$ cat config.mk
export PLATFORM = sky130hd
export DESIGN_NAME = bdcmotor_channel_gen
export DESIGN_NICKNAME = d
export VERILOG_FILES = /design/src/rtl/bdcmotor_channel_gen.sv
export SDC_FILE = /design/constraint.sdc
export NUM_CORES = 1
export LEC_CHECK = 0
export ABC_AREA = 1
export BUFFER_PORTS_ARGS = -buffer_cell sky130_fd_sc_hd__buf_2
export CAP_MARGIN = 10
export CORE_MARGIN = 5
export CORE_UTILIZATION = 55
export DETAILED_ROUTE_END_ITERATION = 10
export PLACE_DENSITY = 0.83
export SYNTH_ARGS = -nofsm -noshare
export SYNTH_HDL_FRONTEND = slang
export SYNTH_SLANG_ARGS = --single-unit
$ cat constraint.sdc
create_clock -name clk -period 4 [get_ports clk]
set_input_delay 0.2 -clock clk [delete_from_list [all_inputs] [get_ports clk]]
set_output_delay 0.2 -clock clk [all_outputs]
set_load 0.005 [all_outputs]
$ cat src/rtl/bdcmotor_channel_gen.sv
// Brushed DC motor channel: filtered quadrature tach counter with freezable snapshot, and a
// shadowed PWM with latched current limit, dead time and H-bridge steering. Define TACH_PERIOD_EN for the step-period output.
module bdcmotor_channel_gen #(
  parameter int COUNT_WIDTH  = 16,
  parameter int PWM_WIDTH    = 8,
  parameter int FILTER_DEPTH = 3,
  parameter int DT_WIDTH     = 4
) (
  input  logic                   clk,
  input  logic                   reset,
  input  logic                   filterce,
  input  logic                   freeze,
  input  logic                   invphase,
  input  logic [1:0]             tach,
  output logic [COUNT_WIDTH-1:0] count,
  output logic                   tacherr,
`ifdef TACH_PERIOD_EN
  output logic [COUNT_WIDTH-1:0] period,
`endif
  input  logic                   pwmcntce,
  input  logic                   pwmldce,
  input  logic [PWM_WIDTH-1:0]   wrtdata,
  input  logic                   invertpwm,
  input  logic                   enablepwm,
  input  logic                   run,
  input  logic                   dir,
  input  logic                   currentlimit,
  input  logic [DT_WIDTH-1:0]    deadtime,
  output logic [1:0]             pwmout,
  output logic [3:0]             pwmout4
);

  localparam logic [COUNT_WIDTH-1:0] CNT_ONE = 1;
  localparam logic [PWM_WIDTH-1:0]   PWM_ONE = 1;
  localparam logic [DT_WIDTH-1:0]    DT_ONE  = 1;

  // ---------------- tach path ----------------
  logic [1:0]                    sync1, sync2, filt;
  logic [FILTER_DEPTH-1:0][1:0]  fsr;
  logic [COUNT_WIDTH-1:0]        counter;
  logic                          freeze_d;
  logic                          agree, change, illegal, cnt_up, cnt_dn;
  logic [1:0]                    delta;

  // Gray position 00,01,11,10 -> 0,1,2,3 so a legal step is a +/-1 difference.
  function automatic logic [1:0] g2b(input logic [1:0] g);
    return {g[1], g[1] ^ g[0]};
  endfunction

  always_comb begin
    agree = 1'b1;
    for (int i = 1; i < FILTER_DEPTH; i++)
      if (fsr[i] != fsr[0]) agree = 1'b0;
    change  = agree && (fsr[0] != filt);
    delta   = g2b(fsr[0]) - g2b(filt);
    illegal = change && (delta == 2'd2);
    cnt_up  = change && (((delta == 2'd1) && !invphase) || ((delta == 2'd3) && invphase));
    cnt_dn  = change && (((delta == 2'd3) && !invphase) || ((delta == 2'd1) && invphase));
  end

  always_ff @(posedge clk or posedge reset) begin
    if (reset) begin
      sync1    <= 2'b00;
      sync2    <= 2'b00;
      fsr      <= '0;
      filt     <= 2'b00;
      counter  <= '0;
      count    <= '0;
      tacherr  <= 1'b0;
      freeze_d <= 1'b0;
    end else begin
      sync1    <= tach;
      sync2    <= sync1;
      if (filterce) fsr <= {fsr[FILTER_DEPTH-2:0], sync2};
      if (change) filt <= fsr[0];
      if (cnt_up)      counter <= counter + CNT_ONE;
      else if (cnt_dn) counter <= counter - CNT_ONE;
      if (!freeze) count <= counter;
      freeze_d <= freeze;
      if (illegal)                  tacherr <= 1'b1;
      else if (freeze && !freeze_d) tacherr <= 1'b0;
    end
  end

`ifdef TACH_PERIOD_EN
  logic [COUNT_WIDTH-1:0] per_cnt, per_lat;
  logic                   legal_step;
  assign legal_step = cnt_up || cnt_dn;

  always_ff @(posedge clk or posedge reset) begin
    if (reset) begin
      per_cnt <= '0;
      per_lat <= '0;
      period  <= '0;
    end else begin
      if (legal_step) begin
        per_lat <= per_cnt;
        per_cnt <= CNT_ONE;
      end else if (!(&per_cnt)) begin
        per_cnt <= per_cnt + CNT_ONE;
      end
      if (!freeze) period <= per_lat;
    end
  end
`endif

  // ---------------- PWM path ----------------
  logic [PWM_WIDTH-1:0] pwm_cnt, shadow, active;
  logic                 limit, dir_act, period_start, raw, drive;
  logic                 d_prev, dprev_n, hi_n, lo_n;
  logic [DT_WIDTH-1:0]  dt_cnt, dt_n;
  logic [1:0]           out2_q;
  logic [3:0]           out4_q;

  assign period_start = pwmcntce && (&pwm_cnt);
  assign raw          = (pwm_cnt < active) && !limit;
  assign drive        = run && raw;

  // Any change of the high-side request opens a gap of deadtime cycles with both sides off.
  always_comb begin
    dprev_n = d_prev;
    dt_n    = dt_cnt;
    hi_n    = d_prev;
    lo_n    = !d_prev;
    if (drive != d_prev) begin
      dprev_n = drive;
      if (deadtime == '0) begin
        hi_n = drive;
        lo_n = !drive;
        dt_n = '0;
      end else begin
        hi_n = 1'b0;
        lo_n = 1'b0;
        dt_n = deadtime;
      end
    end else if (dt_cnt != '0) begin
      dt_n = dt_cnt - DT_ONE;
      if (dt_cnt != DT_ONE) begin
        hi_n = 1'b0;
        lo_n = 1'b0;
      end
    end
  end

  always_ff @(posedge clk or posedge reset) begin
    if (reset) begin
      pwm_cnt <= '0;
      shadow  <= '0;
      active  <= '0;
      limit   <= 1'b0;
      dir_act <= 1'b0;
      d_prev  <= 1'b0;
      dt_cnt  <= '0;
      out2_q  <= 2'b00;
      out4_q  <= 4'b0000;
    end else begin
      if (pwmcntce) pwm_cnt <= pwm_cnt + PWM_ONE;
      if (pwmldce)  shadow  <= wrtdata;
      if (period_start) begin
        active  <= shadow;
        dir_act <= dir;
        limit   <= 1'b0;
      end else if (currentlimit && raw) begin
        limit   <= 1'b1;
      end
      d_prev <= dprev_n;
      dt_cnt <= dt_n;
      if (!enablepwm) begin
        out2_q <= 2'b00;
        out4_q <= 4'b0000;
      end else begin
        out2_q <= {hi_n, lo_n};
        out4_q <= dir_act ? {2'b01, hi_n, lo_n} : {hi_n, lo_n, 2'b01};
      end
    end
  end

  assign pwmout  = out2_q ^ {2{invertpwm}};
  assign pwmout4 = out4_q ^ {4{invertpwm}};

endmodule
==> out/results.tsv, run 1 <==
stage	metric	value	unit
status	status	completed	
min_path	HP Start	wrtdata[2]	
clock_network	CTS clk-pin slew, worst paths	0.09	ns
finish	Post-Layout Cell Count	727	
setup_path	crit-path max FO	25	
clock_network	H-tree depth	3	
floorplan	io pins	49	
synth	Post-synth EDFFs	0	
synth	Post-Synth Adder-Cell Area	7.28	%
global_route	largest net degree at the start of global routing	43	
timing	TNS Setup	0	ns
power_and_ir_drop	Pleak	2.74	nW
timing	Slew @ Worst Pin	0.696	ns
power_and_ir_drop	Net Sw Frac	43.5	%
floorplan	Die Wd	101	um
power_and_ir_drop	Logic pwr share	46.8	%
clock_network	CTS tree	yes	
setup_path	reg2reg start	fsr[1]	
synth	Mapped Area	0.00457	mm^2
min_path	Hold Path Depth	3	
clock_network	sink count of the clock tree	83	
synth	synthesized flop and latch total	83	
timing	fin crit period	3.24	ns
setup_path	FF-to-FF setup slack	0.76	ns
power_and_ir_drop	peak supply drop	0.222	mV
timing	fmax	308	MHz
timing	fin crit share	81.1	%
route	first-iteration detailed-routing DRC count	147	
route	final wirelength	8800	um
min_path	worst hold path type	primary input to flip-flop	
place	Placer Congestion	0.858	
setup_path	RR Endpoint	counter[11]	
timing	Final Hold Vio Count	0	
power_and_ir_drop	total chip power	3.51	mW
power_and_ir_drop	Reg power frac	37.0	%
power_and_ir_drop	Int Power	1.98	mW
global_route	vias in the first global route	3631	
power_and_ir_drop	Clock power frac	16.2	%
timing	Final Max Tran Viols	0	
place	post-placement cell count	708	
global_route	first-pass GRT wire length	15500	um
place	Port Buf Inserts	48	
setup_path	Arr. time, crit path	3.48	ns
finish	fin nets	669	
synth	Gate Count Post-Synth	564	
job	Max-Cap Viols	0	
power_and_ir_drop	Cell Pwr Density	688	mW/mm^2
synth	most numerous cell in the Yosys netlist	nand2_1	
setup_path	most used cell, CP	nand2_1	
route	DRC Markers	0	
setup_path	Critical Path RT	4.24	ns
setup_path	slowest stage cell, crit path	dfrtp_1	
synth	number of distinct library cells after synthesis	38	
floorplan	# rows	33	
synth	Compound-Gate Fraction of Synth Area	11.1	%
clock_network	CTS Buf Count	9	
finish	Syn-to-layout area delta	11.6	%
synth	mux cell area share after synthesis	0.219	%
synth	post-synthesis sequential area ratio	45.4	%
setup_path	Critical Path Sink Type	flip-flop	
synth	XOR/XNOR share of the synthesized area	4.57	%
clock_network	Clock Tree Buf Depth	2	
clock_network	Root Buffer	clkbuf_8	
timing	RSZ-0062 raised after global routing	false	
finish	layout cells sized above 1	14.1	%
route	drt pass-1 iters	4	
power_and_ir_drop	NetSw	1.53	mW
global_route	total gr overflow	0	
place	dpl hpwl	6600	um
synth	top cell type's share of synthesized area	45.4	%
setup_path	Setup crit start	fsr[1]	
clock_network	Worst-Skew Late Latency	0.36	ns
synth	Synthesized Nets	616	
synth	asr flop ratio synth	100	%
timing	clock skew	0.00558	ns
global_route	met2 usage	31.2	%
synth	Post-synth top flop	dfrtp_1	
min_path	Hold EP	shadow[2]	
global_route	antenna violations before repair	0	
global_route	GRT Util Overall	18.7	%
route	detailed-route wire length per cell	12.1	um
route	vias per inst	5.01	
route	Final ANT Viol Nets	0	
setup_path	WS Path Type	flip-flop to flip-flop	
global_route	global routing met1 resource utilization	24.2	%
finish	Inserted Diodes	0	
synth	area leader, netlist	dfrtp_1	
setup_path	FF-to-FF path depth	13	
global_route	GRT Max-Usage Layer	met2	
floorplan	Die H	101	um
setup_path	crit path cell chain	xnor2_1, ha_1, nor2_8, nand2_2, ha_1, nand2_1, inv_1, a21oi_1, nand2_1, a21oi_1, nand2_1, nand3_1, o21ai_1	
floorplan	die area	0.0102	mm^2
synth	simple-gate share of the synthesized area	22.4	%
setup_path	critical path launch point type	flip-flop	
synth	YS warnings	0	
timing	Setup Viol. Count Final	0	
global_route	met3 Usage GRT	4.20	%
synth	largest family of logic cells by synthesized area	simple AND/OR/NAND/NOR gates	
floorplan	initial core utilization	56.0	%
synth	ranking of synthesized cells by area	dfrtp_1 45%, nand2_1 13%, inv_1 7.4%	
route	via count	3645	
setup_path	CP peak stage delay	0.49	ns
synth	Mean Syn Cell Area	8.11	um^2
timing	Slew Limit Headroom	53.6	%
synth	Synth top cells by count	161 x nand2_1, 90 x inv_1, 83 x dfrtp_1	
floorplan	core area	0.00818	mm^2
## power groups by stage
stage | combinational, mW | clock [mW] | sequential [mW]
2_1_floorplan | 1.26 | 0 | 1.27
3_3_place_gp | 1.56 | 0 | 1.30
3_5_place_dp | 1.62 | 0 | 1.31
4_1_cts | 1.64 | 0.585 | 1.30
5_1_grt | 1.90 | 0.616 | 1.34
6_report | 1.64 | 0.570 | 1.30
## routing by layer
metal	routed length (um)	share of wire, %	up-vias
met4	138	1.6	0
li1	-	-	1888
met3	448	5.1	16
met5	0	0	-
met1	4170	47	1645
met2	4040	46	96
## final cells by class
| class | count | area (um^2) |
|---|---|---|
| clock inverters | 7 | 61.3 |
| repair buffers | 52 | 278 |
| multi-input cells | 377 | 2080 |
| inverters | 94 | 354 |
| well taps | 105 | 131 |
| fillers | 718 | 3070 |
| flip-flops and latches | 83 | 2080 |
| clock buffers | 9 | 124 |
## critical path: cells and delay by family, from the launching register on
family	cells	cell delay, ns
adder cells (fa/ha/maj)	2	0.83
XOR/XNOR	1	0.17
flip-flops	1	0.49
AO/OA/AOI/OAI	3	0.42
AND/OR/NAND/NOR	6	1.16
buffers and inverters	1	0.05
## through the flow
stage	hold slack (ns)	cell area, um^2	worst slack, ns	util (%)
floorplan	0.231	4570	1.30	-
global placement	0.311	4890	0.831	59.8
detailed placement	0.310	4890	0.768	59.8
CTS	0.0289	5110	0.756	62.5
global route	0.0545	5110	0.436	62.5
finish	0.0446	5110	0.755	62.5
## cells by family after synthesis
logic type | Yosys count
buf+inv | 104
simple gates | 237
flops | 83
compound gates | 90
mux | 1
xor+xnor | 23
fa+ha+maj | 26
## state kept, by name (all words and copies together), names as in the netlist
| register | count |
|---|---|
| d_prev | 1 |
| dt_cnt | 4 |
| tacherr | 1 |
| freeze_d | 1 |
| out2_q | 2 |
| dir_act | 1 |
| shadow | 8 |
| sync1 | 2 |
| out4_q | 4 |
| fsr | 6 |
| limit | 1 |
| sync2 | 2 |
| active | 8 |
| filt | 2 |
| count | 16 |
| pwm_cnt | 8 |
| counter | 16 |
## worst max path at each step
stage / end / cells after the start
after floorplan: counter[14] / 19
after global placement: counter[15] / 15
after detailed placement: counter[15] / 15
after CTS: counter[15] / 15
after global routing: counter[15] / 16
final: counter[11] / 13
## cells in the final DEF (no fill, tap or decap), types with 6 or more instances in the layout
cell,count
buf_2,48
clkbuf_8,9
o21ai_0,45
nand3_1,33
dfrtp_1,83
nor2_1,21
ha_1,25
inv_1,89
o21ai_2,8
o21ai_1,9
a21oi_1,20
nand4_1,6
xor2_1,18
nand2_1,161
## what timing repair did
item	CTS	global route
buffers inserted	0	0
hold buffers	3	0
resized for setup	0	0
endpoints found under the hold margin	43	0
Note: power is estimated with default switching activity, not from simulation.
==> inputs of run 2 (changes only) <==
clock period = 3 ns   (was 4 ns; I/O delays follow)
==> run 2 against run 1 <==
Effect of this change:
- wire length up 5.5%
- sequential cell count unchanged
- clock skew rose by 0.0074 ns
- largest cell class unchanged
- global-route usage is 0.16 points higher
- setup slack worse by 0.54 ns
==> out/results.tsv, run 2 (synthesis gave the netlist of run 1 again) <==
stage	metric	value	unit	change
job	Max-Cap Viols	0		unchanged
power_and_ir_drop	Cell Pwr Density	920	mW/mm^2	+34%
power_and_ir_drop	peak supply drop	0.377	mV	+70%
route	first-iteration detailed-routing DRC count	141		-4.1%
route	Final ANT Viol Nets	0		unchanged
finish	Regs by FF count	count (16), counter (16)		
setup_path	slowest stage cell, crit path	dfrtp_1		
status	status	completed		
global_route	largest net degree at the start of global routing	39		-9.3%
finish	fill count	687		-4.3%
setup_path	critical path launch point type	flip-flop		
floorplan	die area	0.0102	mm^2	unchanged
route	vias per inst	5.03		+0.29%
route	met3 wire len	427	um	-4.7%
global_route	first-pass GRT wire length	15600	um	+0.71%
clock_network	CTS Buf Count	9		unchanged
setup_path	delay-heaviest family, CP	simple AND/OR/NAND/NOR gates		
place	pre-CTS setup slack	0.0292	ns	-0.738 ns
route	Routed met2 length	4550	um	+13%
timing	hold_ws	0.0115	ns	-0.0331 ns
finish	Syn-to-layout area delta	17.8	%	
setup_path	CP peak stage delay	0.42	ns	-0.07 ns
setup_path	crit-path max FO	8		-68%
finish	Layout Cell Area excl Fill	0.00539	mm^2	+5.5%
finish	fin nets	681		+1.8%
place	DP Area	0.00493	mm^2	+0.77%
route	final wirelength	9280	um	+5.5%
setup_path	crit path cell chain	xor2_1, ha_1, inv_1, nand3_1, nand2_1, nand2_1, nand2_4, nand2_8, ha_1, inv_1, nor3_1, a21oi_1, nand2_1, nand2_1, nand3_1, nand2_1		
clock_network	Clock Tree Buf Depth	2		unchanged
setup_path	Critical Path Sink Type	flip-flop		
clock_network	CTS tree	yes		
timing	fin crit period	2.78	ns	-0.462 ns
floorplan	core area	0.00818	mm^2	unchanged
timing	Final Hold Vio Count	0		unchanged
route	Max Used Layer	met4		
setup_path	Arr. time, crit path	3.03	ns	-0.45 ns
timing	post-route setup slack	0.218	ns	-0.538 ns
timing	Setup Viol. Count Final	0		unchanged
finish	multi-input logic area	0.00226	mm^2	+8.4%
floorplan	Die H	101	um	unchanged
clock_network	CTS clk-pin slew, worst paths	0.09	ns	about the same
route	Routed met1 length	4190	um	+0.53%
route	via count	3716		+1.9%
floorplan	Die Wd	101	um	unchanged
floorplan	io pins	49		unchanged
timing	fmax	359	MHz	+17%
timing	Slew Limit Headroom	57.8	%	+4.2 points
finish	FF+latch area	0.00208	mm^2	unchanged
timing	clock skew	0.0130	ns	+0.00743 ns
clock_network	Root Buffer	clkbuf_8		
finish	Post-Layout Cell Count	739		+1.7%
timing	fin crit share	92.7	%	+12 points
timing	Final Max Tran Viols	0		unchanged
place	dpl hpwl	6670	um	+1.1%
global_route	total gr overflow	0		unchanged
global_route	antenna violations before repair	0		unchanged
timing	Slew @ Worst Pin	0.632	ns	-0.0636 ns
finish	highest-count cells in the layout ignoring fill and taps	159 x nand2_1, 89 x inv_1, 83 x dfrtp_1, 48 x buf_2, 44 x o21ai_0		
floorplan	# rows	33		unchanged
min_path	worst hold path type	primary input to flip-flop		
route	detailed-route wire length per cell	12.6	um	+3.8%
route	DRC Markers	0		unchanged
finish	most common cell after layout, fill and taps aside	nand2_1		
clock_network	# Post-CTS Setup Buffers	0		unchanged
place	post-placement cell count	713		+0.71%
place	Port Buf Inserts	48		unchanged
clock_network	Worst-Skew Late Latency	0.36	ns	about the same
global_route	vias in the first global route	3596		-0.96%
route	drt pass-1 iters	4		unchanged
clock_network	sink count of the clock tree	83		unchanged
setup_path	buffer and inverter count on the worst path	2		+1
clock_network	H-tree depth	3		unchanged
setup_path	Critical Path RT	3.25	ns	-0.99 ns
finish	Inserted Diodes	0		unchanged
finish	layout cells sized above 1	17.0	%	+2.9 points
setup_path	WS Path Type	flip-flop to flip-flop		
floorplan	initial core utilization	56.0	%	unchanged
place	Placer Congestion	0.848		-1.2%
setup_path	most used cell, CP	nand2_1		
global_route	GRT Util Overall	18.9	%	+0.16 points
power_and_ir_drop	Pleak	2.81	nW	+2.4%
==> run 2: cell types whose count changed in the layout (fill, tap and decap cells not counted), moves of 2 or more <==
cell           delta
buf_4             +5
inv_8             -2
dlygate4sd3_1     +6
nand2_8           +2
nand2_1           -2
clkbuf_8          +2
ha_4             +10
ha_1             -11
==> run 2: stage by stage <==
step                power [mW]  utilization, %  TNS [ns]
floorplan                 3.37               -         0
global placement          3.84            60.3         0
detailed placement        3.93            60.3         0
CTS                       4.73            63.8         0
global route              5.43            65.9   -0.0361
finish                    4.96            65.9         0
==> run 2: area by class of cell <==
| type | instances | share of cell area [%] |
|---|---|---|
| clock inverters | 5 | 0.790 |
| flip-flops and latches | 83 | 38.6 |
| repair buffers | 63 | 6.97 |
| inverters | 94 | 6.57 |
| well taps | 105 | 2.44 |
| multi-input cells | 378 | 41.9 |
| clock buffers | 11 | 2.81 |
==> run 2: power by group <==
group	internal (mW)	switching [mW]
registers	1.47	0.299
logic	1.03	1.39
clock network	0.355	0.414
==> run 2: final timing paths <==
| kind | end | slack (ns) | start | cells after the start |
|---|---|---|---|---|
| setup / recovery | counter[14] | 0.22 | filt[0] | 16 |
| hold / removal | dir_act | 0.01 | dir | 3 |
| setup reg to reg | counter[14] | 0.22 | filt[0] | 16 |
| hold reg to reg | sync2[1] | 0.35 | sync1[1] | 0 |
| max in group asynchronous | sync1[1] | 1.84 | reset | 4 |
| min in group asynchronous | pwm_cnt[6] | 0.40 | reset | 3 |
==> run 2: per-layer routing <==
layer  up-vias  track usage, %
li1       1913               -
met1      1714            24.9
met2        78            31.7
met3        11            3.93
met4         0            5.32
met5         -               0
==> run 2: worst register-to-register path, delay by kind of cell, from the launching register on <==
family	cells	cell delay, ns
flops	1	0.42
buf+inv	2	0.13
compound gates	1	0.17
fa+ha+maj	2	0.58
simple gates	10	1.20
xor+xnor	1	0.18
==> run 2: repair_timing <==
action | CTS | global route
hold buffers | 9 | 0
endpoints found under the hold margin | 44 | 0
resized for setup | 0 | 20
endpoints found under the setup margin | 0 | 11
==> inputs of run 3 (changes only) <==
PLACE_DENSITY = 0.78   (was 0.83)
SETUP_SLACK_MARGIN = 0.3   (was unset)
==> run 3 against run 2 <==
Effect of this change:
- first-iteration DRC count up 90%
- count of clock-buffer cells in the layout unchanged
- non-clock buffer count up 9
- register-to-register slack better by 0.12 ns
- sequential cell count unchanged
- combinational power up 23%
- cell count up 1.2%
- design area up 5.7%
- setup slack better by 0.12 ns
- die area unchanged
- clock skew up 0.0025 ns
- critical path type unchanged
==> out/results.tsv, run 3 (synthesis gave the netlist of run 1 again) <==
stage	metric	value	unit	change
min_path	worst hold path type	primary input to flip-flop		
setup_path	reg2reg start	fsr[1]		
clock_network	sink count of the clock tree	83		unchanged
global_route	vias in the first global route	3681		+2.4%
finish	Layout Cell Area excl Fill	0.00569	mm^2	+5.7%
timing	Setup Viol. Count Final	0		unchanged
finish	final core area utilization	69.6	%	+3.7 points
floorplan	io pins	49		unchanged
route	vias per inst	5.16		+2.7%
place	Port Buf Inserts	48		unchanged
setup_path	Critical Path Sink Type	flip-flop		
global_route	antenna violations before repair	0		unchanged
global_route	first-pass GRT wire length	16100	um	+3.1%
route	drt pass-1 iters	5		+1
global_route	total gr overflow	0		unchanged
floorplan	Die Wd	101	um	unchanged
power_and_ir_drop	Cell Pwr Density	991	mW/mm^2	+7.7%
clock_network	CTS clk-pin slew, worst paths	0.09	ns	about the same
route	final wirelength	9980	um	+7.5%
route	DRC Markers	0		unchanged
floorplan	initial core utilization	56.0	%	unchanged
timing	Final Max Tran Viols	0		unchanged
place	Placer Congestion	0.855		+0.79%
power_and_ir_drop	peak supply drop	0.556	mV	+48%
route	first-iteration detailed-routing DRC count	268		+90%
finish	multi-input logic area	0.00246	mm^2	+9.2%
finish	fin nets	690		+1.3%
timing	Slew Limit Headroom	33.3	%	-25 points
power_and_ir_drop	Pleak	2.91	nW	+3.5%
finish	most common cell after layout, fill and taps aside	nand2_1		
clock_network	Root Buffer	clkbuf_8		
timing	fin crit share	88.8	%	-4.0 points
setup_path	FF-to-FF setup slack	0.34	ns	+0.12 ns
clock_network	H-tree depth	3		unchanged
finish	Regs by FF count	count (16), counter (16)		
finish	Syn-to-layout area delta	24.5	%	
place	pre-CTS setup slack	-0.0548	ns	-0.0840 ns
job	Max-Cap Viols	0		unchanged
clock_network	CTS tree	yes		
setup_path	Setup crit start	fsr[1]		
place	post-placement cell count	711		-0.28%
floorplan	# rows	33		unchanged
min_path	Hold Path Depth	3		unchanged
finish	layout cells sized above 1	26.4	%	+9.4 points
clock_network	CTS Buf Count	9		unchanged
setup_path	crit path cell chain	xnor2_2, ha_2, nand3_2, nand2_2, nand2_2, nand2_4, nand2_8, ha_4, nand2_2, o21ai_2, nand2_1, nand2_2, nand3_2, nand2_1, nand2_1, nand3_1, nand2_1		
setup_path	Critical Path RT	3.24	ns	about the same
finish	FF+latch area	0.00208	mm^2	about the same
clock_network	Clock Tree Buf Depth	2		unchanged
power_and_ir_drop	total chip power	5.64	mW	+14%
timing	RSZ-0062 raised after global routing	true		
timing	clock skew	0.0155	ns	+0.00245 ns
floorplan	Die H	101	um	unchanged
status	status	completed		
floorplan	die area	0.0102	mm^2	unchanged
finish	fill count	616		-10%
setup_path	CP peak stage delay	0.44	ns	+0.02 ns
setup_path	WS Path Type	flip-flop to flip-flop		
global_route	GRT Util Overall	19.5	%	+0.61 points
route	detailed-route wire length per cell	13.3	um	+6.2%
floorplan	core area	0.00818	mm^2	unchanged
timing	fmax	376	MHz	+4.5%
finish	Inserted Diodes	0		unchanged
timing	Final Hold Vio Count	0		unchanged
route	via count	3862		+3.9%
global_route	largest net degree at the start of global routing	84		+120%
setup_path	FF-to-FF path depth	17		+1
setup_path	Arr. time, crit path	2.90	ns	-0.13 ns
timing	post-route setup slack	0.337	ns	+0.120 ns
setup_path	Worst Setup EP	counter[14]		
place	DP Area	0.00491	mm^2	-0.30%
finish	highest-count cells in the layout ignoring fill and taps	139 x nand2_1, 85 x inv_1, 82 x dfrtp_1, 48 x buf_2, 43 x o21ai_0		
clock_network	Worst-Skew Late Latency	0.35	ns	about the same
timing	fin crit period	2.66	ns	-0.120 ns
place	dpl hpwl	6500	um	-2.6%
timing	hold_ws	0.0185	ns	+0.00701 ns
route	Final ANT Viol Nets	0		unchanged
setup_path	slowest stage cell, crit path	dfrtp_2		
timing	Slew @ Worst Pin	1.00	ns	+0.369 ns
setup_path	RR Endpoint	counter[14]		
setup_path	crit-path max FO	8		unchanged
timing	TNS Setup	0	ns	unchanged
setup_path	critical path launch point type	flip-flop		
finish	Post-Layout Cell Count	748		+1.2%
run 3: cell count changes in the layout (fill, tap and decap cells not counted), sizes merged:
cell,change
buf,+13
bufinv,+2
clkinv,-2
dlygate4sd3,-4
run 3: area by class of cell:
cell class                 instances  share of cell area, %
clock inverter                     5                   1.49
tap                              105                   2.31
inverter                          94                   6.26
multi-input combinational        378                   43.3
sequential                        83                   36.5
clock buffer                      11                   2.48
timing repair buffer              72                   7.67
run 3: report_power, final:
part | total, mW | internal (mW) | switching [mW]
logic | 2.98 | 1.30 | 1.69
clock network | 0.904 | 0.497 | 0.407
registers | 1.76 | 1.47 | 0.289
run 3: how the worst min path moves through the flow:
stage                     end        from
floorplan            freeze_d      freeze
global placement     sync1[1]     tach[1]
detailed placement   sync1[1]     tach[1]
CTS                 shadow[6]  wrtdata[6]
global route        shadow[2]  wrtdata[2]
finish              shadow[6]  wrtdata[6]
run 3: per-layer routing:
layer  up-vias  routed length [um]  global-route usage (%)  part of all wire, %
met2       108                4960                    33.1                   50
met5         -                   0                       0                    0
li1       1926                   -                       -                    -
met3        16                 446                    4.27                  4.5
met1      1812                4370                    25.1                   44
met4         0                 194                    5.52                  1.9
run 3: critical path, delay by kind of cell (launching register included):
family                     cells  cell delay, ns
xor gates and xnor gates       1            0.17
adders and majority gates      2            0.55
DFF                            1            0.44
and+or+nand+nor               13            1.18
AOI/OAI and AO/OA              1            0.20
run 3: what timing repair did:
item                       in CTS  in global routing
setup endpoints to repair      12                 11
hold buffers                    5                  0
cloned                          1                  0
hold endpoints to repair        5                  0
pin swaps                       2                 36
buffers inserted                3                 12
resized for setup              19                 62
